--- src/rtl/cond_sample_packer.sv ---
// Packs a qualified byte stream into WORD_BYTES-wide words with a one-entry output register.
// Partial words can be flushed; bytes that cannot be stored are dropped and counted.
module cond_sample_packer #(
    parameter int unsigned WORD_BYTES = 4
) (
    input  logic                    clk,
    input  logic                    reset,
    input  logic                    en,
    input  logic [7:0]              data,
    input  logic                    flush,
    input  logic                    out_ready,
    output logic                    out_valid,
    output logic [8*WORD_BYTES-1:0] out_data,
    output logic [3:0]              out_count,
    output logic                    overflow,
    output logic [7:0]              drop_count
);

    localparam int unsigned DW        = 8 * WORD_BYTES;
    localparam logic [3:0]  FULL_FILL = 4'(WORD_BYTES);
    localparam logic [3:0]  LAST_FILL = 4'(WORD_BYTES - 1);

    typedef enum logic [1:0] {
        ST_EMPTY,
        ST_FILLING,
        ST_FULL
    } state_e;

    state_e          state_c;
    logic [3:0]      fill_q, fill_d;
    logic [DW-1:0]   buf_q, buf_d;
    logic            pend_q, pend_d;
    logic            out_valid_q, out_valid_d;
    logic [DW-1:0]   out_data_q, out_data_d;
    logic [3:0]      out_count_q, out_count_d;
    logic            overflow_q, overflow_d;
    logic [7:0]      drop_q, drop_d;
    logic            free_c;
    logic            load_c;
    logic            drop_c;

    // State register
    always_ff @(posedge clk) begin
        if (reset) begin
            fill_q      <= '0;
            buf_q       <= '0;
            pend_q      <= 1'b0;
            out_valid_q <= 1'b0;
            out_data_q  <= '0;
            out_count_q <= '0;
            overflow_q  <= 1'b0;
            drop_q      <= '0;
        end else begin
            fill_q      <= fill_d;
            buf_q       <= buf_d;
            pend_q      <= pend_d;
            out_valid_q <= out_valid_d;
            out_data_q  <= out_data_d;
            out_count_q <= out_count_d;
            overflow_q  <= overflow_d;
            drop_q      <= drop_d;
        end
    end

    // Pack-buffer state is a function of the fill level
    always_comb begin
        state_c = ST_FILLING;
        if (fill_q == '0) begin
            state_c = ST_EMPTY;
        end else if (fill_q == FULL_FILL) begin
            state_c = ST_FULL;
        end
    end

    // Next-state logic
    always_comb begin
        fill_d      = fill_q;
        buf_d       = buf_q;
        pend_d      = pend_q;
        out_valid_d = out_valid_q;
        out_data_d  = out_data_q;
        out_count_d = out_count_q;
        overflow_d  = overflow_q;
        drop_d      = drop_q;
        load_c      = 1'b0;
        drop_c      = 1'b0;
        free_c      = !out_valid_q || out_ready;

        if (pend_q) begin
            drop_c = en;
            if (free_c) begin
                load_c      = 1'b1;
                out_data_d  = buf_q;
                out_count_d = fill_q;
                buf_d       = '0;
                fill_d      = '0;
                pend_d      = 1'b0;
            end
        end else if (state_c == ST_FULL) begin
            if (free_c) begin
                // Word leaves and a concurrent byte starts the next word in lane 0
                load_c      = 1'b1;
                out_data_d  = buf_q;
                out_count_d = FULL_FILL;
                buf_d       = en ? DW'(data) : '0;
                fill_d      = en ? 4'd1 : 4'd0;
            end else begin
                drop_c = en;
            end
            if (flush && (!free_c || en)) begin
                pend_d = 1'b1;
            end
        end else begin
            if (en) begin
                if (fill_q == LAST_FILL && free_c) begin
                    load_c                       = 1'b1;
                    out_data_d                   = buf_q;
                    out_data_d[8*(WORD_BYTES-1) +: 8] = data;
                    out_count_d                  = FULL_FILL;
                    buf_d                        = '0;
                    fill_d                       = '0;
                end else begin
                    for (int unsigned i = 0; i < WORD_BYTES; i++) begin
                        if (fill_q == 4'(i)) begin
                            buf_d[8*i +: 8] = data;
                        end
                    end
                    fill_d = fill_q + 4'd1;
                end
            end
            if (flush && (en ? !(fill_q == LAST_FILL && free_c) : (state_c != ST_EMPTY))) begin
                pend_d = 1'b1;
            end
        end

        if (load_c) begin
            out_valid_d = 1'b1;
        end else if (out_valid_q && out_ready) begin
            out_valid_d = 1'b0;
        end

        if (drop_c) begin
            overflow_d = 1'b1;
            if (drop_q != 8'hFF) begin
                drop_d = drop_q + 8'd1;
            end
        end
    end

    assign out_valid  = out_valid_q;
    assign out_data   = out_data_q;
    assign out_count  = out_count_q;
    assign overflow   = overflow_q;
    assign drop_count = drop_q;

endmodule
--- config.mk ---
export PLATFORM = sky130hd
export DESIGN_NAME = cond_sample_packer
export DESIGN_NICKNAME = d
export VERILOG_FILES = /design/src/rtl/cond_sample_packer.sv
export SDC_FILE = /design/constraint.sdc
export NUM_CORES = 1
export LEC_CHECK = 0
export ABC_AREA = 1
export CAP_MARGIN = 20
export CORE_MARGIN = 8
export CORE_UTILIZATION = 62
export DETAILED_ROUTE_END_ITERATION = 10
export DONT_BUFFER_PORTS = 1
export PLACE_DENSITY = 0.8
export SLEW_MARGIN = 20
export SYNTH_ARGS = -nofsm -noshare
export SYNTH_HDL_FRONTEND = slang
export SYNTH_SLANG_ARGS = --single-unit
--- constraint.sdc ---
create_clock -name clk -period 2.3 [get_ports clk]
set_input_delay 0.115 -clock clk [delete_from_list [all_inputs] [get_ports clk]]
set_output_delay 0.115 -clock clk [all_outputs]
set_load 0.01 [all_outputs]
==> results_dict.tcl, run 1 <==
set metrics [dict create \
    drtPass1Iterations 5 \
    dpl.hpwl_um 5686 \
    ctsResizeCount 0 \
    yosysUniqueCellTypes 29 \
    clkTransAtPathRegs_ns 0.08 \
    path_delay_family "simple AND/OR/NAND/NOR gates" \
    period_share_pct 88.64 \
    ys_ff_latch 83 \
    port_buffers 0 \
    fmax_mhz 490.5 \
    fill_cells 509 \
    hold_viol_final 0 \
    wire_per_inst_um 14.07 \
    cts_made_buffers 9 \
    initial_core_util_pct 62.63 \
    clockPowerShare_pct 33.6 \
    p_sw_uw 1045 \
    yosysWarnings 0 \
    combPwrFrac_pct 17.2 \
    via_per_inst 5.379 \
    setup.worst_path.start_class "flip-flop" \
    grt_pass1_wl_um 14040 \
    status "finished clean" \
    drt-total-wl_um 8316 \
    syn_area_per_cell_sq_um 7.212 \
    num_io_pins 59 \
    min_from "data[5]" \
    gp_congestion 0.9263 \
    r2r_start "fill_q[0]$_SDFFE_PP0P_" \
    area.growth.synth_to_final_pct 8.726 \
    slew_violations 0 \
    synthXorXnorAreaFrac_pct 1.202 \
    crit_fanout 26 \
    drc 0 \
    power_leakage_uw 0.001716 \
    fin_skew_ns 0.01102 \
    cts_sinks 83 \
    cts_tree "yes" \
    htree_levels 3 \
    regToRegSetupSlack_ns 0.26 \
    cp-end-kind "flip-flop" \
    r2r_end "out_data[24]$_SDFFE_PP0P_" \
    synthMuxAreaShare_pct 0 \
    cts.path.max_buffers 2 \
    synthesis.nets 523 \
    grt_start_max_net_pins 53 \
    powerDensity_nw_per_um2 873.5 \
    min_path_cells 2 \
    clock_latency_ns 0.37 \
    synthesis.area_sq_um 3642 \
    cp_cell_sequence "inv_1, ha_1, nand3_2, nand2_4, nand2_4, nand2_4, nor2_8, nor2_4, nand2_1, nand2_1" \
    grt-ovfl-total 0 \
    die_w_um 92.65 \
    synth-adder-area-share_pct 1.718 \
    regArea_sq_um 1662 \
    final_area_sq_um 3960 \
    fin_ws_ns 0.2614 \
    dr_total_vias 3179 \
    layout.nets 529 \
    cp_slowest_stage_delay_ns 0.42 \
    grt_use_total_pct 20.39 \
    cp_common_cell "nand2_4" \
    cts-root-buf "clkbuf_8" \
    final.setup.tns_ns 0 \
    p_seq_share_pct 49.2 \
    synth_top_family_by_area "simple AND/OR/NAND/NOR gates" \
    place_ws_ns 0.2899 \
    p_int_uw 2414 \
    synth_simple_gate_area_share_pct 31.81 \
    synth_compound_area_share_pct 12.13 \
    postCtsSetupRepairBufs 0 \
    p_sw_share_pct 30.20 \
    final-setup-viol-count 0 \
    grt_pass1_vias 2992 \
    place_area_sq_um 3656 \
    diodes 0 \
    min_path_type "input pin to flip-flop" \
    drive_above_1_share_pct 7.752 \
    ys_seq_area_share_pct 45.62 \
    ant_nets 0 \
    antenna_found_initial 0 \
    die_h_um 92.65 \
    multi_input_area_sq_um 1707 \
    die-area_sq_um 8583 \
    crit_slowest_cell "dfxtp_1" \
    critical_path_class "flip-flop to flip-flop" \
    r2r_cells 10 \
    core_sq_um 5816 \
    drtIter0Drc 296 \
    rsz0062_at_grt "false" \
    rows 28 \
    post-route-min-period_ns 2.039 \
    slew_headroom_pct 60.04 \
    min_to "out_data[29]$_SDFFE_PP0P_" \
    critPathBufInv 1 \
    power_uw 3459 \
    cp.arrival_ns 2.29 \
    cap_viol_max_count 0 \
    ir_worst_vdd_uv 707.4 \
    worstPathRequired_ns 2.55 \
    cts-hold-fix-buffers 9 \
    netlist_instances 505 \
    worstMarginPinSlew_ns 0.5954 \
]
==> cells in the final DEF, fill, tap and decap left out, types with 2 or more instances in the layout <==
cell           synthesis  routed
ha_1                   5       5
dlygate4sd3_1          0       8
o21ai_0               32      32
nand3_2                4       4
nand2_4                5       5
a21oi_1               32      32
buf_4                  2       3
o21ai_1                7       7
nand2_1              114     114
o2111ai_1              8       8
inv_1                 43      43
nor2_1               113     113
nor2_2                 6       6
clkbuf_8               0      10
clkbuf_1              10       2
xor2_1                 4       4
nand3_1               20      20
dfxtp_1               83      83
nor3_1                 2       2
bufinv_16              0       2
==> worst max-delay path by stage <==
| stage | from | to | cells after the start |
|---|---|---|---|
| CTS | fill_q[0]$_SDFFE_PP0P_ | out_data[30]$_SDFFE_PP0P_ | 10 |
| detailed placement | fill_q[0]$_SDFFE_PP0P_ | out_data[24]$_SDFFE_PP0P_ | 10 |
| finish | fill_q[0]$_SDFFE_PP0P_ | out_data[24]$_SDFFE_PP0P_ | 10 |
| global route | fill_q[0]$_SDFFE_PP0P_ | out_data[4]$_SDFFE_PP0P_ | 9 |
| floorplan | fill_q[0]$_SDFFE_PP0P_ | buf_q[1]$_SDFFE_PP0P_ | 11 |
| global placement | fill_q[0]$_SDFFE_PP0P_ | out_data[28]$_SDFFE_PP0P_ | 10 |
==> registers in the layout (all words and copies together) (netlist names) <==
signal      count
drop_count      8
out_valid       1
pend_q          1
overflow        1
out_data       32
fill_q          4
buf_q          32
out_count       4
==> power by group through the flow <==
stage	registers, uW	clock network [uW]	logic (uW)
2_1_floorplan	1710	0	489
3_3_place_gp	1730	0	550
3_5_place_dp	1740	0	565
4_1_cts	1710	1180	590
5_1_grt	1720	1230	677
6_report	1700	1160	594
==> Yosys cell counts (all sizes together) <==
library cell / count / area, sq um
clkbuf: 10 / 37.54
inv: 45 / 171.4
o21ai: 40 / 203.9
xor2: 4 / 35.03
nor3: 2 / 10.01
a21oi: 32 / 160.2
o211ai: 1 / 7.510
xnor2: 1 / 8.760
nor3b: 1 / 7.510
ha: 5 / 62.56
buf: 7 / 65.05
o2111ai: 8 / 70.07
nand2: 120 / 490.5
nor2: 121 / 493.0
dfxtp: 83 / 1662
nand3: 25 / 157.7
==> cells by family after synthesis <==
kind of cell	count (synthesis)
simple gates	269
compound gates	81
xor+xnor	5
flops	83
fa+ha+maj	5
buf+inv	62
==> stage by stage <==
step | cells | util (%) | hold WS, ns
after global routing | 591 | 68.09 | 0.06060
after floorplan | 505 | - | 0.2554
after detailed placement | 566 | 62.87 | 0.1899
after global placement | 566 | 62.87 | 0.1897
after CTS | 591 | 68.18 | 0.02458
final | 591 | 68.09 | 0.02961
==> cell type report <==
type,instances,area share [%]
timing repair buffer,12,2.717
sequential,83,41.96
clock buffer,12,3.665
inverter,45,4.329
clock inverter,4,1.864
tap,75,2.370
multi-input combinational,360,43.10
==> per-layer routing <==
metal,global-route usage (%),wire [um]
met4,11.68,237
met2,31.53,3765
met1,23.73,3575
met5,0,0
met3,7.767,739
Power figures use the tool's default switching activity.
==> run 2, diff against run 1 <==
- CELL_PAD_IN_SITES_DETAIL_PLACEMENT: default -> 0
- CELL_PAD_IN_SITES_GLOBAL_PLACEMENT: default -> 1
- CORE_UTILIZATION: 62 -> 45
==> run 2 against run 1 <==
Compared with the run above: fmax fell by 0.28%; via count fell by 3.6%; global-route usage fell by 4.5 points; critical path type unchanged; critical endpoint is now out_data[31]$_SDFFE_PP0P_; largest power group unchanged.
==> results_dict.tcl, run 2 (synthesis gave the netlist of run 1 again) <==
set metrics [dict create \
    worstMarginPinSlew_ns 0.5520 \
    slew_headroom_pct 62.95 \
    drtPass1Iterations 4 \
    initial_core_util_pct 45.47 \
    clkTransAtPathRegs_ns 0.07 \
    drt-total-wl_um 8675 \
    final.setup.tns_ns 0 \
    num_io_pins 59 \
    gp_congestion 0.8643 \
    cp.arrival_ns 2.28 \
    power_uw 3383 \
    grt_pass1_vias 2873 \
    die_w_um 106.0 \
    min_path_type "input pin to flip-flop" \
    place_ws_ns 0.2511 \
    period_share_pct 88.89 \
    grt-ovfl-total 0 \
    worstPathRequired_ns 2.54 \
    fmax_mhz 489.1 \
    crit_fanout 26 \
    clock_latency_ns 0.36 \
    htree_levels 3 \
    via_per_inst 4.926 \
    r2r_end "out_data[31]$_SDFFE_PP0P_" \
    grt_start_max_net_pins 37 \
    slew_violations 0 \
    stdcell_count 622 \
    cts_sinks 83 \
    powerDensity_nw_per_um2 841.4 \
    cts_tree "yes" \
    ir_worst_vdd_uv 296.5 \
    antenna_found_initial 0 \
    dpl.hpwl_um 6113 \
    drive_above_1_share_pct 7.930 \
    cts-hold-fix-buffers 9 \
    power_leakage_uw 0.001726 \
    final_area_sq_um 4020 \
    cts.path.max_buffers 2 \
    final_common_cell "nand2_1" \
    cp-end-kind "flip-flop" \
    dp.cells 596 \
    rsz0062_at_grt "false" \
    wire_per_inst_um 13.95 \
    hold_viol_final 0 \
    dr_total_vias 3064 \
    core_sq_um 8010 \
    crit_path_start "fill_q[0]$_SDFFE_PP0P_" \
    place_area_sq_um 3706 \
    crit_end "out_data[31]$_SDFFE_PP0P_" \
    critical_path_class "flip-flop to flip-flop" \
    area.growth.synth_to_final_pct 10.37 \
    grt_pass1_wl_um 14610 \
    drtIter0Drc 103 \
    setup.worst_path.start_class "flip-flop" \
    fin_skew_ns 0.009484 \
    die-area_sq_um 11230 \
    diodes 0 \
    cts-root-buf "clkbuf_8" \
    layout.nets 530 \
    ant_nets 0 \
    ctsResizeCount 0 \
    final-setup-viol-count 0 \
    die_h_um 106.0 \
    r2r_cells 10 \
    r2r_start "fill_q[0]$_SDFFE_PP0P_" \
    rows 33 \
    fin_ws_ns 0.2556 \
    cap_viol_max_count 0 \
    postCtsSetupRepairBufs 0 \
    status "finished clean" \
    cts_made_buffers 9 \
    mostFrequentLayoutCells "nand2_1 (114), nor2_1 (113), dfxtp_1 (83), inv_1 (43)" \
    drc 0 \
    regToRegSetupSlack_ns 0.26 \
    port_buffers 0 \
    post-route-min-period_ns 2.044 \
    grt_use_total_pct 15.93 \
]
==> run 2: critical path, stage by stage, from the launching register on <==
cell and delay [ns]:
dfxtp_1 0.43, inv_1 0.11, ha_1 0.25, nand3_2 0.12, nand2_4 0.15, nand2_4 0.13, nand2_4 0.12, nor2_8 0.35
nor2_4 0.13, nand2_1 0.08, nand2_1 0.05
==> run 2: per-stage QoR <==
| step | util (%) | hold slack (ns) |
|---|---|---|
| 6_report | 50.19 | 0.005808 |
| 5_1_grt | 50.19 | 0.02738 |
| 4_1_cts | 50.06 | 0.002739 |
| 3_5_place_dp | 46.27 | 0.1901 |
| 3_3_place_gp | 46.27 | 0.1873 |
| 2_1_floorplan | - | 0.2554 |
==> run 2: worst min path at each step <==
| stage | end | from | depth (start not counted) | slack, ns |
|---|---|---|---|---|
| after global routing | out_data[28]$_SDFFE_PP0P_ | data[4] | 2 | 0.03 |
| after global placement | drop_count[3]$_SDFFE_PP0P_ | reset | 1 | 0.19 |
| after detailed placement | drop_count[5]$_SDFFE_PP0P_ | reset | 1 | 0.19 |
| final | out_data[28]$_SDFFE_PP0P_ | data[4] | 2 | 0.006 |
| after floorplan | pend_q$_SDFF_PP0_ | flush | 2 | 0.26 |
| after CTS | buf_q[15]$_SDFFE_PP0P_ | reset | 2 | 0.003 |
==> run 2: power by group <==
part | total, uW | switching, uW | internal (uW)
Combinational | 603 | 402 | 201
Sequential | 1700 | 120 | 1580
Clock | 1080 | 522 | 560
==> run 2: metal layers <==
layer  vias to the layer above  global-route usage (%)  share of wire, %  wire, um
li1                       1614                       -                 -         -
met1                      1384                   20.55                49      4236
met2                        54                   23.73                44      3778
met3                        12                   5.747               6.3       545
met4                         0                   6.231               1.3       115
met5                         -                       0                 0         0
==> run 2: cell type report <==
cell class                 count  area [sq um]
fill                         849          3990
multi-input combinational    360          1707
sequential                    83          1662
inverter                      45         171.4
clock buffer                  12         155.1
timing repair buffer          13         145.1
tap                          105         131.4
clock inverter                 4         48.80
